`src/rtl/axi_split_pkg.sv`:
```
// Shared encodings, FSM state codes and response helper for the AXI burst splitter.
// The wrap feature is controlled by AXI_SPLIT_WRAP_EN in axi_split_addr_gen.
package axi_split_pkg;

    localparam logic [1:0] BURST_FIXED = 2'b00;
    localparam logic [1:0] BURST_INCR  = 2'b01;
    localparam logic [1:0] BURST_WRAP  = 2'b10;

    localparam logic [1:0] RESP_OKAY   = 2'b00;
    localparam logic [1:0] RESP_SLVERR = 2'b10;

    typedef logic [1:0] rd_state_t;
    localparam rd_state_t R_IDLE = 2'd0;
    localparam rd_state_t R_ADDR = 2'd1;
    localparam rd_state_t R_WAIT = 2'd2;
    localparam rd_state_t R_RESP = 2'd3;

    typedef logic [1:0] wr_state_t;
    localparam wr_state_t W_IDLE  = 2'd0;
    localparam wr_state_t W_DATA  = 2'd1;
    localparam wr_state_t W_BWAIT = 2'd2;
    localparam wr_state_t W_RESP  = 2'd3;

    function automatic logic [1:0] resp_max(input logic [1:0] a, input logic [1:0] b);
        return (a > b) ? a : b;
    endfunction

endpackage

```
`src/rtl/axi_burst_split_if.sv`:
```
// AXI4 link bundle (AR/R/AW/W/B) used on both sides of the burst splitter.
// master drives addresses, write data and response readies; slave the rest.
interface axi_burst_split_if #(parameter int TAGW = 1);

    logic            arvalid, arready;
    logic [31:0]     araddr;
    logic [TAGW-1:0] arid;
    logic [7:0]      arlen;
    logic [1:0]      arburst;
    logic [2:0]      arsize;

    logic            rvalid, rready;
    logic [63:0]     rdata;
    logic [1:0]      rresp;
    logic [TAGW-1:0] rid;
    logic            rlast;

    logic            awvalid, awready;
    logic [31:0]     awaddr;
    logic [TAGW-1:0] awid;
    logic [7:0]      awlen;
    logic [1:0]      awburst;
    logic [2:0]      awsize;

    logic            wvalid, wready;
    logic [63:0]     wdata;
    logic [7:0]      wstrb;
    logic            wlast;

    logic            bvalid, bready;
    logic [1:0]      bresp;
    logic [TAGW-1:0] bid;

    modport master (
        output arvalid, araddr, arid, arlen, arburst, arsize,
        input  arready,
        input  rvalid, rdata, rresp, rid, rlast,
        output rready,
        output awvalid, awaddr, awid, awlen, awburst, awsize,
        input  awready,
        output wvalid, wdata, wstrb, wlast,
        input  wready,
        input  bvalid, bresp, bid,
        output bready
    );

    modport slave (
        input  arvalid, araddr, arid, arlen, arburst, arsize,
        output arready,
        output rvalid, rdata, rresp, rid, rlast,
        input  rready,
        input  awvalid, awaddr, awid, awlen, awburst, awsize,
        output awready,
        input  wvalid, wdata, wstrb, wlast,
        output wready,
        output bvalid, bresp, bid,
        input  bready
    );

endinterface

```
`src/rtl/axi_split_addr_gen.sv`:
```
// Next-beat address for FIXED/INCR bursts; WRAP support when AXI_SPLIT_WRAP_EN is defined.
// err_o flags an illegal wrap length (only possible with the wrap feature built in).
module axi_split_addr_gen
    import axi_split_pkg::*;
(
    input  logic [31:0] addr_i,
    input  logic [7:0]  len_i,
    input  logic [2:0]  size_i,
    input  logic [1:0]  burst_i,
    output logic [31:0] next_o,
    output logic        err_o
);

    logic [31:0] step;
    logic [31:0] incr;

    assign step = 32'd1 << size_i;
    assign incr = addr_i + step;

`ifdef AXI_SPLIT_WRAP_EN
    logic [31:0] mask;
    logic        legal;

    assign mask = (({24'd0, len_i} + 32'd1) * step) - 32'd1;

    always_comb begin
        case (len_i)
            8'd1, 8'd3, 8'd7, 8'd15: legal = 1'b1;
            default:                 legal = 1'b0;
        endcase
    end

    always_comb begin
        next_o = incr;
        err_o  = 1'b0;
        if (burst_i == BURST_FIXED) begin
            next_o = addr_i;
        end else if (burst_i == BURST_WRAP) begin
            next_o = (addr_i & ~mask) | (incr & mask);
            err_o  = !legal;
        end
    end
`else
    assign next_o = (burst_i == BURST_FIXED) ? addr_i : incr;
    assign err_o  = 1'b0;
`endif

endmodule

```
`src/rtl/axi_burst_split.sv`:
```
// Splits AXI4 AR/AW bursts into single-beat transfers and rebuilds one burst response.
// Optional WRAP handling is enabled by defining AXI_SPLIT_WRAP_EN.
module axi_burst_split
    import axi_split_pkg::*;
#(
    parameter int TAGW = 1
) (
    input  logic              aclk,
    input  logic              rst_l,
    axi_burst_split_if.slave  s_axi,
    axi_burst_split_if.master m_axi
);

    rd_state_t       rs_q, rs_d;
    logic            arready_q;
    logic [31:0]     raddr_q, raddr_nx;
    logic [TAGW-1:0] rid_q;
    logic [7:0]      rlen_q, rbeat_q;
    logic [1:0]      rburst_q, rresp_q;
    logic [2:0]      rsize_q;
    logic [63:0]     rdata_q;
    logic            r_last, r_err, ar_hs;

    wr_state_t       ws_q, ws_d;
    logic            awready_q;
    logic [31:0]     waddr_q, waddr_nx;
    logic [TAGW-1:0] wid_q;
    logic [7:0]      wlen_q, wbeat_q;
    logic [1:0]      wburst_q, wacc_q;
    logic [2:0]      wsize_q;
    logic            w_last, w_err, aw_hs, w_hs, b_hs, w_step;

    axi_split_addr_gen u_rd_gen (
        .addr_i(raddr_q), .len_i(rlen_q), .size_i(rsize_q),
        .burst_i(rburst_q), .next_o(raddr_nx), .err_o(r_err)
    );

    axi_split_addr_gen u_wr_gen (
        .addr_i(waddr_q), .len_i(wlen_q), .size_i(wsize_q),
        .burst_i(wburst_q), .next_o(waddr_nx), .err_o(w_err)
    );

    assign r_last = (rbeat_q == rlen_q);
    assign ar_hs  = (rs_q == R_IDLE) && arready_q && s_axi.arvalid;

    always_comb begin
        rs_d = rs_q;
        unique case (rs_q)
            R_IDLE: if (ar_hs) rs_d = R_ADDR;
            R_ADDR: begin
                if (r_err) rs_d = R_RESP;
                else if (m_axi.arready) rs_d = R_WAIT;
            end
            R_WAIT: if (m_axi.rvalid) rs_d = R_RESP;
            R_RESP: if (s_axi.rready) rs_d = r_last ? R_IDLE : R_ADDR;
            default: rs_d = R_IDLE;
        endcase
    end

    always_ff @(posedge aclk) begin
        if (!rst_l) begin
            rs_q      <= R_IDLE;
            arready_q <= 1'b0;
            raddr_q   <= '0;
            rid_q     <= '0;
            rlen_q    <= '0;
            rbeat_q   <= '0;
            rburst_q  <= '0;
            rsize_q   <= '0;
            rdata_q   <= '0;
            rresp_q   <= '0;
        end else begin
            rs_q      <= rs_d;
            arready_q <= (rs_q == R_IDLE) && s_axi.arvalid && !arready_q;
            if (ar_hs) begin
                raddr_q  <= s_axi.araddr;
                rid_q    <= s_axi.arid;
                rlen_q   <= s_axi.arlen;
                rburst_q <= s_axi.arburst;
                rsize_q  <= s_axi.arsize;
                rbeat_q  <= '0;
            end
            // Illegal wrap: answer locally without touching the slave.
            if (rs_q == R_ADDR && r_err) begin
                rdata_q <= '0;
                rresp_q <= RESP_SLVERR;
            end
            if (rs_q == R_WAIT && m_axi.rvalid) begin
                rdata_q <= m_axi.rdata;
                rresp_q <= m_axi.rresp;
            end
            if (rs_q == R_RESP && s_axi.rready && !r_last) begin
                rbeat_q <= rbeat_q + 8'd1;
                raddr_q <= raddr_nx;
            end
        end
    end

    assign s_axi.arready = arready_q;
    assign s_axi.rvalid  = (rs_q == R_RESP);
    assign s_axi.rdata   = rdata_q;
    assign s_axi.rresp   = rresp_q;
    assign s_axi.rid     = rid_q;
    assign s_axi.rlast   = r_last;

    assign m_axi.arvalid = (rs_q == R_ADDR) && !r_err;
    assign m_axi.araddr  = raddr_q;
    assign m_axi.arid    = rid_q;
    assign m_axi.arlen   = 8'd0;
    assign m_axi.arburst = BURST_INCR;
    assign m_axi.arsize  = rsize_q;
    assign m_axi.rready  = (rs_q == R_WAIT);

    assign w_last = (wbeat_q == wlen_q);
    assign aw_hs  = (ws_q == W_IDLE) && awready_q && s_axi.awvalid;
    assign w_hs   = s_axi.wvalid && s_axi.wready;
    assign b_hs   = (ws_q == W_BWAIT) && m_axi.bvalid;
    assign w_step = ((w_hs && w_err) || b_hs) && !w_last;

    always_comb begin
        ws_d = ws_q;
        unique case (ws_q)
            W_IDLE:  if (aw_hs) ws_d = W_DATA;
            W_DATA: begin
                if (w_hs && !w_err) ws_d = W_BWAIT;
                else if (w_hs) ws_d = w_last ? W_RESP : W_DATA;
            end
            W_BWAIT: if (m_axi.bvalid) ws_d = w_last ? W_RESP : W_DATA;
            W_RESP:  if (s_axi.bready) ws_d = W_IDLE;
            default: ws_d = W_IDLE;
        endcase
    end

    always_ff @(posedge aclk) begin
        if (!rst_l) begin
            ws_q      <= W_IDLE;
            awready_q <= 1'b0;
            waddr_q   <= '0;
            wid_q     <= '0;
            wlen_q    <= '0;
            wbeat_q   <= '0;
            wburst_q  <= '0;
            wsize_q   <= '0;
            wacc_q    <= '0;
        end else begin
            ws_q      <= ws_d;
            awready_q <= (ws_q == W_IDLE) && s_axi.awvalid && !awready_q;
            if (aw_hs) begin
                waddr_q  <= s_axi.awaddr;
                wid_q    <= s_axi.awid;
                wlen_q   <= s_axi.awlen;
                wburst_q <= s_axi.awburst;
                wsize_q  <= s_axi.awsize;
                wbeat_q  <= '0;
                wacc_q   <= RESP_OKAY;
            end
            // Beat count is authoritative; a wlast disagreement poisons the response.
            if (w_hs && (w_err || (s_axi.wlast != w_last)))
                wacc_q <= resp_max(wacc_q, RESP_SLVERR);
            if (b_hs)
                wacc_q <= resp_max(wacc_q, m_axi.bresp);
            if (w_step) begin
                wbeat_q <= wbeat_q + 8'd1;
                waddr_q <= waddr_nx;
            end
        end
    end

    assign s_axi.awready = awready_q;
    assign s_axi.wready  = (ws_q == W_DATA)
                         && (w_err || (m_axi.awready && m_axi.wready));
    assign s_axi.bvalid  = (ws_q == W_RESP);
    assign s_axi.bresp   = wacc_q;
    assign s_axi.bid     = wid_q;

    assign m_axi.awvalid = (ws_q == W_DATA) && s_axi.wvalid && !w_err;
    assign m_axi.awaddr  = waddr_q;
    assign m_axi.awid    = wid_q;
    assign m_axi.awlen   = 8'd0;
    assign m_axi.awburst = BURST_INCR;
    assign m_axi.awsize  = wsize_q;
    assign m_axi.wvalid  = (ws_q == W_DATA) && s_axi.wvalid && !w_err;
    assign m_axi.wdata   = s_axi.wdata;
    assign m_axi.wstrb   = s_axi.wstrb;
    assign m_axi.wlast   = 1'b1;
    assign m_axi.bready  = (ws_q == W_BWAIT);

endmodule

```
`src/flat_wrapper.sv`:
```
// flat-port wrapper written by rule: the top's interface ports become plain ports
module axi_burst_split_flat import axi_split_pkg::*;
#(
    parameter int TAGW = 1
)
  (aclk, rst_l, s_axi_arvalid, s_axi_araddr, s_axi_arid, s_axi_arlen, s_axi_arburst, s_axi_arsize, s_axi_arready, s_axi_rvalid, s_axi_rdata, s_axi_rresp, s_axi_rid, s_axi_rlast, s_axi_rready, s_axi_awvalid, s_axi_awaddr, s_axi_awid, s_axi_awlen, s_axi_awburst, s_axi_awsize, s_axi_awready, s_axi_wvalid, s_axi_wdata, s_axi_wstrb, s_axi_wlast, s_axi_wready, s_axi_bvalid, s_axi_bresp, s_axi_bid, s_axi_bready, m_axi_arvalid, m_axi_araddr, m_axi_arid, m_axi_arlen, m_axi_arburst, m_axi_arsize, m_axi_arready, m_axi_rvalid, m_axi_rdata, m_axi_rresp, m_axi_rid, m_axi_rlast, m_axi_rready, m_axi_awvalid, m_axi_awaddr, m_axi_awid, m_axi_awlen, m_axi_awburst, m_axi_awsize, m_axi_awready, m_axi_wvalid, m_axi_wdata, m_axi_wstrb, m_axi_wlast, m_axi_wready, m_axi_bvalid, m_axi_bresp, m_axi_bid, m_axi_bready);
  axi_burst_split_if #(.TAGW(TAGW)) s_axi_i ();
  axi_burst_split_if #(.TAGW(TAGW)) m_axi_i ();
  input  logic aclk;
  input  logic rst_l;
  input wire logic [$bits(s_axi_i.arvalid)-1:0] s_axi_arvalid;
  input wire logic [$bits(s_axi_i.araddr)-1:0] s_axi_araddr;
  input wire logic [$bits(s_axi_i.arid)-1:0] s_axi_arid;
  input wire logic [$bits(s_axi_i.arlen)-1:0] s_axi_arlen;
  input wire logic [$bits(s_axi_i.arburst)-1:0] s_axi_arburst;
  input wire logic [$bits(s_axi_i.arsize)-1:0] s_axi_arsize;
  output wire logic [$bits(s_axi_i.arready)-1:0] s_axi_arready;
  output wire logic [$bits(s_axi_i.rvalid)-1:0] s_axi_rvalid;
  output wire logic [$bits(s_axi_i.rdata)-1:0] s_axi_rdata;
  output wire logic [$bits(s_axi_i.rresp)-1:0] s_axi_rresp;
  output wire logic [$bits(s_axi_i.rid)-1:0] s_axi_rid;
  output wire logic [$bits(s_axi_i.rlast)-1:0] s_axi_rlast;
  input wire logic [$bits(s_axi_i.rready)-1:0] s_axi_rready;
  input wire logic [$bits(s_axi_i.awvalid)-1:0] s_axi_awvalid;
  input wire logic [$bits(s_axi_i.awaddr)-1:0] s_axi_awaddr;
  input wire logic [$bits(s_axi_i.awid)-1:0] s_axi_awid;
  input wire logic [$bits(s_axi_i.awlen)-1:0] s_axi_awlen;
  input wire logic [$bits(s_axi_i.awburst)-1:0] s_axi_awburst;
  input wire logic [$bits(s_axi_i.awsize)-1:0] s_axi_awsize;
  output wire logic [$bits(s_axi_i.awready)-1:0] s_axi_awready;
  input wire logic [$bits(s_axi_i.wvalid)-1:0] s_axi_wvalid;
  input wire logic [$bits(s_axi_i.wdata)-1:0] s_axi_wdata;
  input wire logic [$bits(s_axi_i.wstrb)-1:0] s_axi_wstrb;
  input wire logic [$bits(s_axi_i.wlast)-1:0] s_axi_wlast;
  output wire logic [$bits(s_axi_i.wready)-1:0] s_axi_wready;
  output wire logic [$bits(s_axi_i.bvalid)-1:0] s_axi_bvalid;
  output wire logic [$bits(s_axi_i.bresp)-1:0] s_axi_bresp;
  output wire logic [$bits(s_axi_i.bid)-1:0] s_axi_bid;
  input wire logic [$bits(s_axi_i.bready)-1:0] s_axi_bready;
  output wire logic [$bits(m_axi_i.arvalid)-1:0] m_axi_arvalid;
  output wire logic [$bits(m_axi_i.araddr)-1:0] m_axi_araddr;
  output wire logic [$bits(m_axi_i.arid)-1:0] m_axi_arid;
  output wire logic [$bits(m_axi_i.arlen)-1:0] m_axi_arlen;
  output wire logic [$bits(m_axi_i.arburst)-1:0] m_axi_arburst;
  output wire logic [$bits(m_axi_i.arsize)-1:0] m_axi_arsize;
  input wire logic [$bits(m_axi_i.arready)-1:0] m_axi_arready;
  input wire logic [$bits(m_axi_i.rvalid)-1:0] m_axi_rvalid;
  input wire logic [$bits(m_axi_i.rdata)-1:0] m_axi_rdata;
  input wire logic [$bits(m_axi_i.rresp)-1:0] m_axi_rresp;
  input wire logic [$bits(m_axi_i.rid)-1:0] m_axi_rid;
  input wire logic [$bits(m_axi_i.rlast)-1:0] m_axi_rlast;
  output wire logic [$bits(m_axi_i.rready)-1:0] m_axi_rready;
  output wire logic [$bits(m_axi_i.awvalid)-1:0] m_axi_awvalid;
  output wire logic [$bits(m_axi_i.awaddr)-1:0] m_axi_awaddr;
  output wire logic [$bits(m_axi_i.awid)-1:0] m_axi_awid;
  output wire logic [$bits(m_axi_i.awlen)-1:0] m_axi_awlen;
  output wire logic [$bits(m_axi_i.awburst)-1:0] m_axi_awburst;
  output wire logic [$bits(m_axi_i.awsize)-1:0] m_axi_awsize;
  input wire logic [$bits(m_axi_i.awready)-1:0] m_axi_awready;
  output wire logic [$bits(m_axi_i.wvalid)-1:0] m_axi_wvalid;
  output wire logic [$bits(m_axi_i.wdata)-1:0] m_axi_wdata;
  output wire logic [$bits(m_axi_i.wstrb)-1:0] m_axi_wstrb;
  output wire logic [$bits(m_axi_i.wlast)-1:0] m_axi_wlast;
  input wire logic [$bits(m_axi_i.wready)-1:0] m_axi_wready;
  input wire logic [$bits(m_axi_i.bvalid)-1:0] m_axi_bvalid;
  input wire logic [$bits(m_axi_i.bresp)-1:0] m_axi_bresp;
  input wire logic [$bits(m_axi_i.bid)-1:0] m_axi_bid;
  output wire logic [$bits(m_axi_i.bready)-1:0] m_axi_bready;
  assign s_axi_i.arvalid = s_axi_arvalid;
  assign s_axi_i.araddr = s_axi_araddr;
  assign s_axi_i.arid = s_axi_arid;
  assign s_axi_i.arlen = s_axi_arlen;
  assign s_axi_i.arburst = s_axi_arburst;
  assign s_axi_i.arsize = s_axi_arsize;
  assign s_axi_arready = s_axi_i.arready;
  assign s_axi_rvalid = s_axi_i.rvalid;
  assign s_axi_rdata = s_axi_i.rdata;
  assign s_axi_rresp = s_axi_i.rresp;
  assign s_axi_rid = s_axi_i.rid;
  assign s_axi_rlast = s_axi_i.rlast;
  assign s_axi_i.rready = s_axi_rready;
  assign s_axi_i.awvalid = s_axi_awvalid;
  assign s_axi_i.awaddr = s_axi_awaddr;
  assign s_axi_i.awid = s_axi_awid;
  assign s_axi_i.awlen = s_axi_awlen;
  assign s_axi_i.awburst = s_axi_awburst;
  assign s_axi_i.awsize = s_axi_awsize;
  assign s_axi_awready = s_axi_i.awready;
  assign s_axi_i.wvalid = s_axi_wvalid;
  assign s_axi_i.wdata = s_axi_wdata;
  assign s_axi_i.wstrb = s_axi_wstrb;
  assign s_axi_i.wlast = s_axi_wlast;
  assign s_axi_wready = s_axi_i.wready;
  assign s_axi_bvalid = s_axi_i.bvalid;
  assign s_axi_bresp = s_axi_i.bresp;
  assign s_axi_bid = s_axi_i.bid;
  assign s_axi_i.bready = s_axi_bready;
  assign m_axi_arvalid = m_axi_i.arvalid;
  assign m_axi_araddr = m_axi_i.araddr;
  assign m_axi_arid = m_axi_i.arid;
  assign m_axi_arlen = m_axi_i.arlen;
  assign m_axi_arburst = m_axi_i.arburst;
  assign m_axi_arsize = m_axi_i.arsize;
  assign m_axi_i.arready = m_axi_arready;
  assign m_axi_i.rvalid = m_axi_rvalid;
  assign m_axi_i.rdata = m_axi_rdata;
  assign m_axi_i.rresp = m_axi_rresp;
  assign m_axi_i.rid = m_axi_rid;
  assign m_axi_i.rlast = m_axi_rlast;
  assign m_axi_rready = m_axi_i.rready;
  assign m_axi_awvalid = m_axi_i.awvalid;
  assign m_axi_awaddr = m_axi_i.awaddr;
  assign m_axi_awid = m_axi_i.awid;
  assign m_axi_awlen = m_axi_i.awlen;
  assign m_axi_awburst = m_axi_i.awburst;
  assign m_axi_awsize = m_axi_i.awsize;
  assign m_axi_i.awready = m_axi_awready;
  assign m_axi_wvalid = m_axi_i.wvalid;
  assign m_axi_wdata = m_axi_i.wdata;
  assign m_axi_wstrb = m_axi_i.wstrb;
  assign m_axi_wlast = m_axi_i.wlast;
  assign m_axi_i.wready = m_axi_wready;
  assign m_axi_i.bvalid = m_axi_bvalid;
  assign m_axi_i.bresp = m_axi_bresp;
  assign m_axi_i.bid = m_axi_bid;
  assign m_axi_bready = m_axi_i.bready;
  axi_burst_split #(.TAGW(TAGW)) u_core (.aclk(aclk), .rst_l(rst_l), .s_axi(s_axi_i), .m_axi(m_axi_i));
endmodule
```
`config.mk`:
```
export PLATFORM = sky130hd
export DESIGN_NAME = axi_burst_split_flat
export DESIGN_NICKNAME = d
export VERILOG_FILES = /design/src/rtl/axi_split_pkg.sv /design/src/rtl/axi_burst_split_if.sv /design/src/rtl/axi_split_addr_gen.sv /design/src/rtl/axi_burst_split.sv /design/src/flat_wrapper.sv
export SDC_FILE = /design/constraint.sdc
export NUM_CORES = 1
export LEC_CHECK = 0
export CAP_MARGIN = 20
export CORE_AREA = 2 2 193 195
export DETAILED_ROUTE_END_ITERATION = 6
export DIE_AREA = 0 0 195 197
export SKIP_LAST_GASP = 1
export SLEW_MARGIN = 20
export SYNTH_ARGS = -nofsm -noshare
export SYNTH_HDL_FRONTEND = slang
export SYNTH_SLANG_ARGS = --single-unit
```
`constraint.sdc`:
```
create_clock -name aclk -period 2.93 [get_ports aclk]
set_input_delay 0.586 -clock aclk [delete_from_list [all_inputs] [get_ports aclk]]
set_output_delay 0.586 -clock aclk [all_outputs]
set_load 0.05 [all_outputs]
```
Word level (Yosys, flattened, before mapping)
Index checks and enable logic that the tools add are counted.
Widths: inputs -> output; s select.
- register bits after elaboration: 182
- latch bits: 0
- memory bits (writable): 0
- memory bits (read-only): 0
- input port bits: 248
- output and inout bits: 246
- memories: 0
- $add $sub $neg: 4
- $mul: 0
- div/mod/pow operators: 0
- order comparisons: 2
- equality and inequality tests: 21
- shift operators: 2
- muxes and demuxes: 27
- bitwise logic cells: 0
- reductions and logical operators: 34
- operators by type and width (kind ; count):
    $mux 32 ; 6
    $add 32x32->32 ; 2
    $shl 1x3->32 const A ; 2
    $mux 8 ; 4
    $mux 2 ; 14
    $logic_and 1x1->1 ; 18
    $add 8x1->8 const B ; 2
    $eq 8x8->1 ; 2
    $pmux 2 s4 ; 2
    $ne 2x1->1 const B ; 6
    $ne 2x2->1 const B ; 5
    $eq 2x2->1 const B ; 4
    $logic_not 2->1 ; 4
    $reduce_and 4->1 ; 2
    $eq 2x1->1 const B ; 2
    $logic_not 1->1 ; 4
    $reduce_and 2->1 ; 2
    $reduce_bool 2->1 ; 2
    $ne 3x2->1 const B ; 1
    $reduce_and 3->1 ; 1
    $reduce_bool 3->1 ; 1
    $gt 2x2->1 ; 1
    $gt 2x2->1 const B ; 1
    $mux 1 ; 1
    $ne 1x1->1 ; 1

Longest topological paths before layout
- word-level depth: 6
- mapped depth: 11
- mapped depth without buffers: 9

Cells and area by module
From an unflattened synthesis, not the netlist that was laid out.
- cell total of the unflattened synthesis: 1260
- area total of the unflattened synthesis: 10267.3 um^2
- by module, submodules not included (module ; times used ; cells an instance ; area an instance (um^2)):
    axi_burst_split ; 1 ; 950 ; 7977.7
    axi_split_addr_gen ; 2 ; 155 ; 1144.8

Worst setup path before layout
OpenSTA, ideal clock, no wires.
- path kind: reg-to-reg
- from: register u_core.rsize_q[0], in the netlist u_core.m_axi.arsize[0]
- to: register u_core.raddr_q[22], in the netlist u_core.m_axi.araddr[22]
- setup time: 63 ps
- arrival: 2943 ps
- required time: 2867 ps
- path slack: -77 ps
- cell stages (with the launch flop): 11
- clock period less this slack: 3007 ps
- cell sequence: dfxtp_1 clkbuf_1 nor3b_1 fa_1 a211oi_1 o211ai_4 nand3_4 or3_1 buf_2 or4_1 nand3_1
- word-level cells in the longest chain between the ends: 4
- ends and longest elaborated chain (what ; line ; text):
    start: declaration ; axi_burst_split.sv:20 ; logic [2:0] rsize_q;
    start signal: assignment ; axi_burst_split.sv:80 ; rsize_q <= s_axi.arsize;
    $shl 1x3->32 ; axi_split_addr_gen.sv:17 ; assign step = 32'd1 << size_i;
    $add 32x32->32 ; axi_split_addr_gen.sv:18 ; assign incr = addr_i + step;
    $mux 32 ; axi_split_addr_gen.sv:44 ; assign next_o = (burst_i == BURST_FIXED) ? addr_i : incr;
    $mux 32 ; axi_burst_split.sv:92 ; if (rs_q == R_RESP && s_axi.rready && !r_last) begin
    end signal: assignment ; axi_burst_split.sv:76 ; raddr_q <= s_axi.araddr;
    end signal: assignment ; axi_burst_split.sv:94 ; raddr_q <= raddr_nx;
    end: declaration ; axi_burst_split.sv:16 ; logic [31:0] raddr_q, raddr_nx;
No other way between the ends. The select of a mux whose other input is x is not followed.
A chain may end at the register's enable or synchronous reset.

Worst setup path in the final report
- from: register u_core.rsize_q[2], in the netlist u_core.m_axi.arsize[2]
- to: register u_core.raddr_q[25], in the netlist u_core.m_axi.araddr[25]
The elaborated chain is that of the path after synthesis.

==> out/results.tsv <==
metric	value	unit
numCtsBuffers	17	
fin_cells	2004	
hold_viol_final	0	
power.density	502	nW/um^2
slew_viol_final	0	
drt_iter0_drc	533	
clk_pin_slew_worst_paths	70	ps
drtAntennaViolNets	0	
clk_latency	450	ps
post_drt_wl_per_cell	16.9	um
grt-ovfl-total	0	
cts.path.max_buffers	2	
hp-class	reg -> reg	
power.total	6.91	mW
cts-root-buf	clkbuf_16	
num_rows	70	
holdWs	455	ps
area_growth	39.7	%
synth_warnings	0	
syn-cell-area	9850	sq um
synth.yosys.seq_area_share	37.0	%
start_kind	flip-flop	
ys_top_cells_by_area	dfxtp_1, nand2_1, a21oi_1	
endpoint_kind	flip-flop	
grt_max_degree	80	
rr_worst_depth	8	
crit_arrival	3150	ps
pre_cts_ws	124	ps
ys.flop_type	dfxtp_1	
grtUsageTotal	17.1	%
synth-edff-count	0	
use_met2	28.6	%
grt_pass1_wl	52400	um
seqPwrFrac	40.1	%
vias	9942	
fp.dieH	197	um
multi_input_area	5220	sq um
clock.fmax	360	MHz
via_per_inst	4.96	
place_inst	1972	
dpl_cell_area	13200	sq um
synth_seq_cells	182	
drc	0	
ys_async_sr_fraction	0	%
whs_path_depth	2	
critPathMaxFanout	10	
synth_most_common_cell	nand2_1	
status	complete, no violations	
maxSlewHeadroom	41.4	%
antenna_found_initial	2	
post-route-min-period	2780	ps
firstDrtPassIters	6	
grt_pass1_vias	9534	
setup_slack	151	ps
gp_congestion	0.907	
die_w	195	um
synthTopCellsByCount	nand2_1, dfxtp_1, a21oi_1	
grt_most_used_layer	met2	
p_comb_share	25.7	%
dieArea	38400	sq um
hpwl	25400	um
wl	33800	um
leakagePower	4.82	nW
use_met1	21.1	%
finalSetupViolCount	0	
drive_above_1_share	6.78	%
regArea	3650	sq um
skew	14.8	ps
pin_count	494	
clock_sinks	182	
cap_violations	0	
io_buffers	325	
synth_cell_type_count	67	
start_util	27.2	%
swShare	34.5	%
gr-usage-met3	3.85	%
htreeDepth	4	
synthCells	1287	
power.switching	2.38	mW
fin_util	38.0	%
postSynthAreaPerCell	7.66	sq um
yosysTopAreaCell	dfxtp_1	
core_area	36300	sq um
fin_crit_sh	94.8	%
cts_tree	done	
crit_type	reg -> reg	
fillers	3750	
synth_top_area_share	37.0	%
fin_nets	1798	
power_frac_clock	34.2	%
tightest_slew	876	ps
fin_tns_setup	0	ps
intPower	4.52	mW
max-vdd-ir-drop	0.408	mV
crit_required	3300	ps
cts_setup_buffers	0	
fin_area	13800	sq um
==> metal layers <==
metal / routed length, um / up-vias / share of wire, %
met5: 0 / - / 0
met4: 970 / 0 / 2.9
met3: 2260 / 71 / 6.7
met2: 16300 / 398 / 48
met1: 14300 / 4603 / 42
li1: - / 4870 / -
==> layout make-up <==
cell class | instances | share of cell area (%)
timing repair buffer | 369 | 26.5
antenna | 1 | 0.0182
tap | 468 | 4.25
sequential | 182 | 26.5
clock inverter | 14 | 1.19
clock buffer | 17 | 3.09
inverter | 20 | 0.564
multi-input combinational | 933 | 37.9
==> registers in the layout (all words and copies together), names as in the netlist, 3 cells and up <==
signal,cells
u_core.m_axi.arsize,3
u_core.m_axi.awsize,3
u_core.rbeat_q,8
u_core.m_axi.awaddr,32
u_core.wbeat_q,8
u_core.m_axi.araddr,32
u_core.wlen_q,8
u_core.s_axi.rdata,64
u_core.rlen_q,8
==> worst paths after layout <==
kind,from,endpoint,slack [ps]
min reg2reg,u_core.s_axi.rdata[8],u_core.s_axi.rdata[8],450
max,u_core.m_axi.arsize[2],u_core.m_axi.araddr[25],150
min,u_core.s_axi.rdata[8],u_core.s_axi.rdata[8],450
max reg2reg,u_core.m_axi.arsize[2],u_core.m_axi.araddr[25],150
==> worst max-delay path, cell delays in order (launching register included) <==
cell and delay (ps):
dfxtp_2 380, and3_1 200, ha_1 370, nand3_1 150
o211ai_1 440, o211ai_1 210, or3_1 420, or3_1 370
a31oi_1 160
==> power groups by stage <==
| stage | sequential, mW | clock [mW] | combinational [mW] |
|---|---|---|---|
| 5_1_grt | 2.79 | 2.53 | 1.90 |
| 2_1_floorplan | 3.19 | 0 | 0.939 |
| 3_3_place_gp | 2.82 | 0 | 1.77 |
| 4_1_cts | 2.77 | 2.44 | 1.79 |
| 3_5_place_dp | 2.82 | 0 | 1.78 |
| 6_report | 2.77 | 2.36 | 1.77 |
==> cells by family (layout without fill, tap and decap cells) <==
| kind of cell | Yosys count | in the layout | share of synthesized area, % |
|---|---|---|---|
| compound gates | 329 | 329 | 20.4 |
| fa+ha+maj | 27 | 27 | 3.58 |
| xor+xnor | 29 | 29 | 2.58 |
| other cells | 2 | 22 | 0.0762 |
| mux | 9 | 9 | 0.978 |
| simple gates | 518 | 518 | 24.3 |
| buf+inv | 191 | 420 | 11.0 |
| flops | 182 | 182 | 37.0 |
==> cell usage in the layout (no fill, tap or decap), types with 10 or more instances in the layout <==
cell type        count
nand4_1             21
a211oi_1            11
buf_4               42
and2_1              12
a311oi_1            16
clkdlybuf4s50_1    321
o21ai_0             50
xnor2_1             26
nand3_1             30
and3_1              25
conb_1              21
inv_1               19
ha_1                25
a21o_1              10
dfxtp_1            178
nor3_1              22
nand2_1            271
nor2_1              70
clkbuf_16           17
a31oi_1             13
a21oi_1            153
o211ai_1            24
==> repair_timing <==
action,CTS,global route
endpoints found under the setup margin,0,14
hold buffers,0,0
resized for setup,0,7
No activity file was read; power rests on OpenSTA's default activity.
